===== src/rtl/sao_stat_ctrl.sv =====
// SAO statistics sequencer for one CTB: clear bank, accumulate per-category diff sums/counts, drain.
// Optional macro SAO_STAT_SAT_EN: saturating sum/count with a sticky sat_flag output.
module sao_stat_ctrl #(
    parameter int PIX2          = 2,
    parameter int diff_clip_bit = 4,
    parameter int n_bo_type     = 5,
    parameter int SUM_W         = 18,
    parameter int CNT_W         = 13,
    parameter int BEAT_W        = 12
) (
    input  logic                               clk,
    input  logic                               rst,
    input  logic                               start,
    input  logic [BEAT_W-1:0]                  ctb_beats,
    output logic                               busy,
    input  logic                               in_valid,
    output logic                               in_ready,
    input  logic [PIX2-1:0]                    in_mask,
    input  logic [PIX2*n_bo_type-1:0]          in_cate,
    input  logic [PIX2*(diff_clip_bit+1)-1:0]  in_diff,
    output logic                               out_valid,
    input  logic                               out_ready,
    output logic [n_bo_type-1:0]               out_cate,
    output logic [SUM_W-1:0]                   out_sum,
    output logic [CNT_W-1:0]                   out_cnt,
    output logic                               out_last,
    output logic                               done
`ifdef SAO_STAT_SAT_EN
    ,
    output logic                               sat_flag
`endif
);

    localparam int N_CATE = 2 ** n_bo_type;
    localparam int DW     = diff_clip_bit + 1;

    typedef enum logic [1:0] {
        S_IDLE,
        S_CLEAR,
        S_ACCUM,
        S_DRAIN
    } state_e;

    state_e               state_q, state_d;
    logic [BEAT_W-1:0]    beats_q, beats_d;
    logic [BEAT_W-1:0]    beat_cnt_q, beat_cnt_d;
    logic [n_bo_type-1:0] idx_q, idx_d;
    logic                 done_q, done_d;

    logic [SUM_W-1:0]     sum_q [N_CATE];
    logic [CNT_W-1:0]     cnt_q [N_CATE];
    logic [SUM_W-1:0]     sum_d [N_CATE];
    logic [CNT_W-1:0]     cnt_d [N_CATE];
    logic [SUM_W-1:0]     dsum  [N_CATE];
    logic [CNT_W-1:0]     dcnt  [N_CATE];
    logic [DW-1:0]        lane_diff;
    logic                 sat_hit;
`ifdef SAO_STAT_SAT_EN
    logic                 sat_q;
    logic [SUM_W:0]       wide_sum;
    logic [CNT_W:0]       wide_cnt;
`endif

    logic in_fire, out_fire, last_idx;

    // Shared lane-vs-category compare used by every per-category adder.
    function automatic logic lane_hit(input logic m, input logic [n_bo_type-1:0] lc,
                                      input logic [n_bo_type-1:0] c);
        return m && (lc == c);
    endfunction

    assign busy      = (state_q != S_IDLE);
    assign in_ready  = (state_q == S_ACCUM);
    assign out_valid = (state_q == S_DRAIN);
    assign in_fire   = in_valid && in_ready;
    assign out_fire  = out_valid && out_ready;
    assign last_idx  = (idx_q == n_bo_type'(N_CATE - 1));
    assign out_cate  = out_valid ? idx_q : '0;
    assign out_sum   = out_valid ? sum_q[idx_q] : '0;
    assign out_cnt   = out_valid ? cnt_q[idx_q] : '0;
    assign out_last  = out_valid && last_idx;
    assign done      = done_q;

    // NOTE: every always_comb output gets a default first so no path can infer a latch.
    always_comb begin
        state_d    = state_q;
        beats_d    = beats_q;
        beat_cnt_d = beat_cnt_q;
        idx_d      = idx_q;
        done_d     = 1'b0;
        case (state_q)
            S_IDLE: begin
                if (start) begin
                    beats_d = ctb_beats;
                    idx_d   = '0;
                    state_d = S_CLEAR;
                end
            end
            S_CLEAR: begin
                idx_d = idx_q + 1'b1;
                if (last_idx) begin
                    idx_d      = '0;
                    beat_cnt_d = '0;
                    state_d    = (beats_q == '0) ? S_DRAIN : S_ACCUM;
                end
            end
            S_ACCUM: begin
                if (in_fire) begin
                    beat_cnt_d = beat_cnt_q + BEAT_W'(1);
                    if (beat_cnt_q + BEAT_W'(1) == beats_q) state_d = S_DRAIN;
                end
            end
            S_DRAIN: begin
                if (out_fire) begin
                    idx_d = idx_q + 1'b1;
                    if (last_idx) begin
                        idx_d   = '0;
                        done_d  = 1'b1;
                        state_d = S_IDLE;
                    end
                end
            end
            default: state_d = S_IDLE;
        endcase
    end

    // Per-category beat deltas and the (wrapping or clamping) next bank values.
    always_comb begin
        sat_hit   = 1'b0;
        lane_diff = '0;
`ifdef SAO_STAT_SAT_EN
        wide_sum  = '0;
        wide_cnt  = '0;
`endif
        for (int c = 0; c < N_CATE; c++) begin
            dsum[c] = '0;
            dcnt[c] = '0;
            for (int l = 0; l < PIX2; l++) begin
                if (lane_hit(in_mask[l], in_cate[l*n_bo_type +: n_bo_type], n_bo_type'(c))) begin
                    lane_diff = in_diff[l*DW +: DW];
                    dsum[c]   = dsum[c] + {{(SUM_W-DW){lane_diff[DW-1]}}, lane_diff};
                    dcnt[c]   = dcnt[c] + CNT_W'(1);
                end
            end
`ifdef SAO_STAT_SAT_EN
            wide_sum = {sum_q[c][SUM_W-1], sum_q[c]} + {dsum[c][SUM_W-1], dsum[c]};
            sum_d[c] = wide_sum[SUM_W-1:0];
            if (wide_sum[SUM_W] != wide_sum[SUM_W-1]) begin
                sum_d[c] = wide_sum[SUM_W] ? {1'b1, {(SUM_W-1){1'b0}}} : {1'b0, {(SUM_W-1){1'b1}}};
                sat_hit  = 1'b1;
            end
            wide_cnt = {1'b0, cnt_q[c]} + {1'b0, dcnt[c]};
            cnt_d[c] = wide_cnt[CNT_W-1:0];
            if (wide_cnt[CNT_W]) begin
                cnt_d[c] = '1;
                sat_hit  = 1'b1;
            end
`else
            sum_d[c] = sum_q[c] + dsum[c];
            cnt_d[c] = cnt_q[c] + dcnt[c];
`endif
        end
    end

    always_ff @(posedge clk) begin
        if (rst) begin
            state_q    <= S_IDLE;
            beats_q    <= '0;
            beat_cnt_q <= '0;
            idx_q      <= '0;
            done_q     <= 1'b0;
        end else begin
            state_q    <= state_d;
            beats_q    <= beats_d;
            beat_cnt_q <= beat_cnt_d;
            idx_q      <= idx_d;
            done_q     <= done_d;
        end
    end

    // NOTE: the bank has no reset; CLEAR zeroes every entry before it is ever read.
    always_ff @(posedge clk) begin
        if (state_q == S_CLEAR) begin
            sum_q[idx_q] <= '0;
            cnt_q[idx_q] <= '0;
        end else if (in_fire) begin
            for (int c = 0; c < N_CATE; c++) begin
                sum_q[c] <= sum_d[c];
                cnt_q[c] <= cnt_d[c];
            end
        end
    end

`ifdef SAO_STAT_SAT_EN
    always_ff @(posedge clk) begin
        if (rst || state_q == S_CLEAR) sat_q <= 1'b0;
        else if (in_fire && sat_hit)   sat_q <= 1'b1;
    end
    assign sat_flag = sat_q;
`else
    logic unused_sat;
    assign unused_sat = sat_hit;
`endif

endmodule


===== config.mk =====
export PLATFORM = sky130hd
export DESIGN_NAME = sao_stat_ctrl
export DESIGN_NICKNAME = d
export VERILOG_FILES = /design/src/rtl/sao_stat_ctrl.sv
export SDC_FILE = /design/constraint.sdc
export NUM_CORES = 2
export LEC_CHECK = 0
export ABC_AREA = 1
export CAP_MARGIN = 5
export CORE_ASPECT_RATIO = 0.75
export CORE_MARGIN = 4
export CORE_UTILIZATION = 30
export CTS_CLUSTER_SIZE = 30
export DETAILED_ROUTE_END_ITERATION = 10
export PLACE_DENSITY_LB_ADDON = 0.08
export SYNTH_ARGS = -nofsm -noshare
export SYNTH_HDL_FRONTEND = slang
export SYNTH_SLANG_ARGS = --single-unit

===== constraint.sdc =====
create_clock -name clk -period 6.56 [get_ports clk]
set_input_delay 1.312 -clock clk [delete_from_list [all_inputs] [get_ports clk]]
set_output_delay 1.312 -clock clk [all_outputs]
set_load 0.05 [all_outputs]

## Word level (Yosys, flattened, before mapping)

Memories as Yosys holds them, arrays and structs flattened. A register that Yosys moved wholly into a read port is not among the register bits.
Cells that the tools add are included.

| storage, ports and cells | value |
|---|---|
| register bits after elaboration | 32 |
| bits in writable memories | 992 |
| bits of input ports | 39 |
| logic and storage cells | 455 |
| memories kept | 2 |

Memory list:

| name | depth | width | read ports | clocked after Yosys merged registers in | wr ports | line | source |
|---|---|---|---|---|---|---|---|
| sum_q | 32 | 18 | 33 | 1 | 32 | 50 | `logic [SUM_W-1:0] sum_q [N_CATE];` |
| cnt_q | 32 | 13 | 33 | 1 | 32 | 51 | `logic [CNT_W-1:0] cnt_q [N_CATE];` |

| cells by class | value |
|---|---|
| add/subtract/negate cells | 130 |
| equality and inequality tests | 73 |
| multiplexer cells | 162 |
| bitwise operators | 2 |
| reduce and logical (&&, ||, !) cells | 81 |

Operators by type and width:

| operator | number |
|---|---|
| 18-bit two-way mux | 66 |
| 18-bit adder | 64 |
| 13-bit two-way mux | 34 |
| 13-bit by 1-bit adder with 13-bit output (second input constant) | 32 |
| 13-bit adder | 32 |
| 5-bit == test (second input constant) | 33 |
| 5-bit by 4-bit == test with 1-bit output (second input constant) | 16 |
| 1-bit logical AND | 67 |
| 5-bit two-way mux | 10 |
| 1-bit two-way mux | 41 |
| 5-bit by 3-bit == test with 1-bit output (second input constant) | 8 |
| 12-bit two-way mux | 2 |
| 12-bit one-hot mux with 2 select lines | 1 |
| 5-bit by 2-bit == test with 1-bit output (second input constant) | 4 |
| 18-bit OR reduction | 1 |
| 5-bit one-hot mux with 3 select lines | 1 |
| 13-bit OR reduction | 1 |
| 12-bit by 1-bit adder with 12-bit output (second input constant) | 1 |
| 12-bit == test | 1 |
| 12-bit zero test | 1 |
| 2-bit two-way mux | 6 |
| 5-bit by 1-bit == test with 1-bit output (second input constant) | 2 |
| 5-bit zero test | 2 |
| 2-bit by 1-bit inequality test with 1-bit output (second input constant) | 4 |
| 13 further kinds | 18 |

## Logic depth before layout (Yosys ltp)

| logic depth | value |
|---|---|
| depth in word-level cells | 7 |
| gate-level depth with buffers | 29 |
| mapped depth without buffers | 28 |

## Worst setup path after synthesis

Ideal clock, no wire load.

| path | value |
|---|---|
| path kind | input -> register |
| start | input in_diff[6] |
| end | memory sum_q[15][15] (data pin) |
| library setup time | 255 ps |
| data arrival time | 5385 ps |
| required time | 6305 ps |
| slack | 920 ps |
| cell stages on the path | 21 |
| cell sequence | inv_1 -> fa_1 -> nor2_1 -> o21ai_0 -> inv_1 -> fa_1 -> inv_1 -> fa_1 -> nand2_1 -> nand2_1 -> inv_1 -> ha_1 -> nand2_1 -> nor2_1 -> nand4_1 -> o211ai_1 -> nand2_1 -> o21bai_1 -> nand2_1 -> a21oi_1 -> nor2_1 |

RTL lines:

| item | line | source |
|---|---|---|
| start: declaration | 20 | `input logic [PIX2*(diff_clip_bit+1)-1:0] in_diff,` |
| end: declaration | 50 |  |

==> out/qor.yml <==
floorplan:
  die_height_um: 495
  coreArea_um2: 314000
  chipWidth_um: 658
  die_area_um2: 326000
  fp-row-count: 178
  initial_core_util_pct: 30.2
  pin_count: 80
critical_path:
  cp.depth: 8
  slowest_delay_ns: 0.85
  critPathLaunchType: "register"
  r2r_slack_ns: 2.83
  r2r_cells: 9
  criticalPathCategory: "register to output port"
  worstPathCellList: "inv_8 -> buf_12 -> o21ai_0 -> a21oi_1 -> o21ai_0 -> nand3_1 -> a31oi_1 -> clkdlybuf4s50_1"
  crit_buf_inv: 3
  slowest_stage: "clkdlybuf4s50_1"
  required_ns: 5.25
  crit_path_end_kind: "output port"
  cp.arrival_ns: 4.93
  crit_family: "buffers and inverters"
  crit_fanout: 100
  crit_top_cell: "o21ai_0"
sta:
  max_freq_ghz: 0.160
  maxSlewHeadroom_pct: 16.6
  slew_violations: 0
  finalCritPeriodShare_pct: 95.1
  whs_ns: 0.467
  rsz0062_at_grt: "false"
  setup_tns_ns: 0
  hold_violations: 0
  worst_pin_slew_ns: 1.24
  setup_viol: 0
  skew_ns: 0.0460
  timing.final.crit_period_ns: 6.24
layout:
  final_cells: 18148
  syn_to_final_growth_pct: 18.8
  layout_common_cells: "nand2_1, a21oi_1, nor2_1"
  final_util_pct: 35.9
  final_nets: 14879
  mostFrequentLayoutCell: "nand2_1"
  fill_cells: 33219
  drive_gt1_share_pct: 10.2
yosys:
  synth_area_um2: 95000
  ys.flop_type: "edfxtp_1"
  yosys_warnings: 0
  synth_cells: 12943
  yosysSeqAreaShare_pct: 32.1
  synth_cell_type_count: 53
  ys_ff_latch: 1029
  avgSynthCellArea_um2: 7.34
  synth_nets: 14017
  synth-edff-count: 992
  async_flop_share_pct: 0
drt:
  totalWireLength_mm: 408
  first_iter_violations: 9248
  wl_per_cell_um: 22.5
  via_per_inst: 5.25
  drt_first_pass_iters: 6
  drc: 0
  ant_nets: 0
  via_count: 95207
cts:
  cts_max_level: 4
  ctsResizeCount: 0
  clk_path_buf_depth: 4
  cts_sinks: 1029
  cts_buffers: 149
  cts_tree: "built"
  clock_latency_ns: 0.86
  clk_pin_slew_ns: 0.05
  cts-root-buf: "clkbuf_16"
  ctsHoldBuffers: 0
  cts_setup_buffers: 0
global_route:
  grt_pass1_wl_mm: 597
  grt_start_max_net_pins: 159
  grt_pass1_vias: 89625
  overflow: 0
  track_usage_pct: 24.2
  antenna_found_initial: 19
power_and_ir_drop:
  p_leak_nw: 48.8
  power_mw: 28.7
  power_density_nw_per_um2: 254
  ir_drop_v: 0.000209
placed_design:
  place.port_buffers: 79
  dp_cells: 17883
  place_hpwl_mm: 315
  routabilityCongestion: 0.953
job:
  max_cap_violations: 0
min_path:
  min_path_cells: 2
  hp-class: "register to register"
outcome:
  status: "finished clean"
==> synthesized netlist by cell type, drive strengths merged, types with 23 or more instances <==
| cell | n | area (um2) |
|---|---|---|
| nand2 | 2024 | 7610 |
| nor2 | 1855 | 7090 |
| a21oi | 1826 | 9140 |
| o21ai | 1551 | 7760 |
| inv | 1469 | 5510 |
| edfxtp | 992 | 29800 |
| ha | 753 | 9420 |
| nand3 | 633 | 3170 |
| clkbuf | 390 | 1460 |
| fa | 282 | 5650 |
| nor3 | 213 | 1070 |
| o221ai | 117 | 1020 |
| o21a | 113 | 848 |
| a31oi | 79 | 494 |
| nand4 | 67 | 419 |
| nor3b | 59 | 443 |
| o22ai | 47 | 294 |
| and2 | 43 | 269 |
| buf | 43 | 194 |
| o21bai | 38 | 285 |
| dfxtp | 37 | 741 |
| o211ai | 36 | 270 |
| o31ai | 36 | 270 |
| o311ai | 34 | 298 |
| clkinv | 29 | 109 |
| xor2 | 27 | 236 |
| a21o | 24 | 180 |
| nand3b | 23 | 173 |
==> worst register-to-register path, cell delays in order, from the launching register on <==
cell and delay [ns]:
dfxtp_1 0.38, inv_1 0.11, ha_1 0.39, inv_1 0.17, nand2_1 0.11, nor2_4 0.20, buf_12 0.56, buf_4 1.04
o21ai_0 0.29, a21oi_1 0.25
==> flip-flops by register name, summed over array words and instances, names as in the netlist, named ones only <==
register    flops
sum_q         576
cnt_q         416
beat_cnt_q     12
beats_q        12
idx_q           5
state_q         2
done            1
==> per-stage QoR <==
step	instance area, um2	setup WS (ns)
5_1_grt	113000	0.0971
3_3_place_gp	108000	-0.314
2_1_floorplan	95000	0.920
4_1_cts	113000	0.361
3_5_place_dp	108000	-0.304
6_report	113000	0.322
==> cell families after synthesis <==
logic type,after synthesis,synth area share [%]
simple gates,4953,21.5
xor+xnor,48,0.457
buf+inv,1931,7.66
compound gates,3946,22.3
fa+ha+maj,1035,15.9
mux,1,0.0105
flops,1029,32.1
==> routing by layer <==
metal,wire length (um),vias up,part of all wire (%),global-route usage [%]
met3,26400,401,6.5,3.37
met5,0,-,0,0
met1,208000,45528,51,37.7
met2,163000,2825,40,34.5
met4,11000,0,2.7,6.03
li1,-,46453,-,-
==> layout make-up <==
class	count	area [um2]	share of cell area (%)
inverters	1498	5650	5.01
well taps	4230	5290	4.69
flip-flops and latches	1029	30500	27.1
clock buffers	193	4050	3.59
multi-input cells	9983	57600	51.0
repair buffers	1144	9200	8.15
diodes	5	12.5	0.0111
clock inverters	66	564	0.500
==> where the power goes <==
part	total (mW)	internal [mW]	switching [mW]
clock	8.23	4.69	3.54
combinational	11.0	2.86	8.11
sequential	9.48	8.56	0.918
==> worst paths after layout <==
kind                   from             end
max reg2reg      state_q[1]    sum_q[14][9]
min          beat_cnt_q[10]  beat_cnt_q[10]
max                register      out_cnt[6]
min reg2reg  beat_cnt_q[10]  beat_cnt_q[10]
No activity file was read; power rests on OpenSTA's default activity.
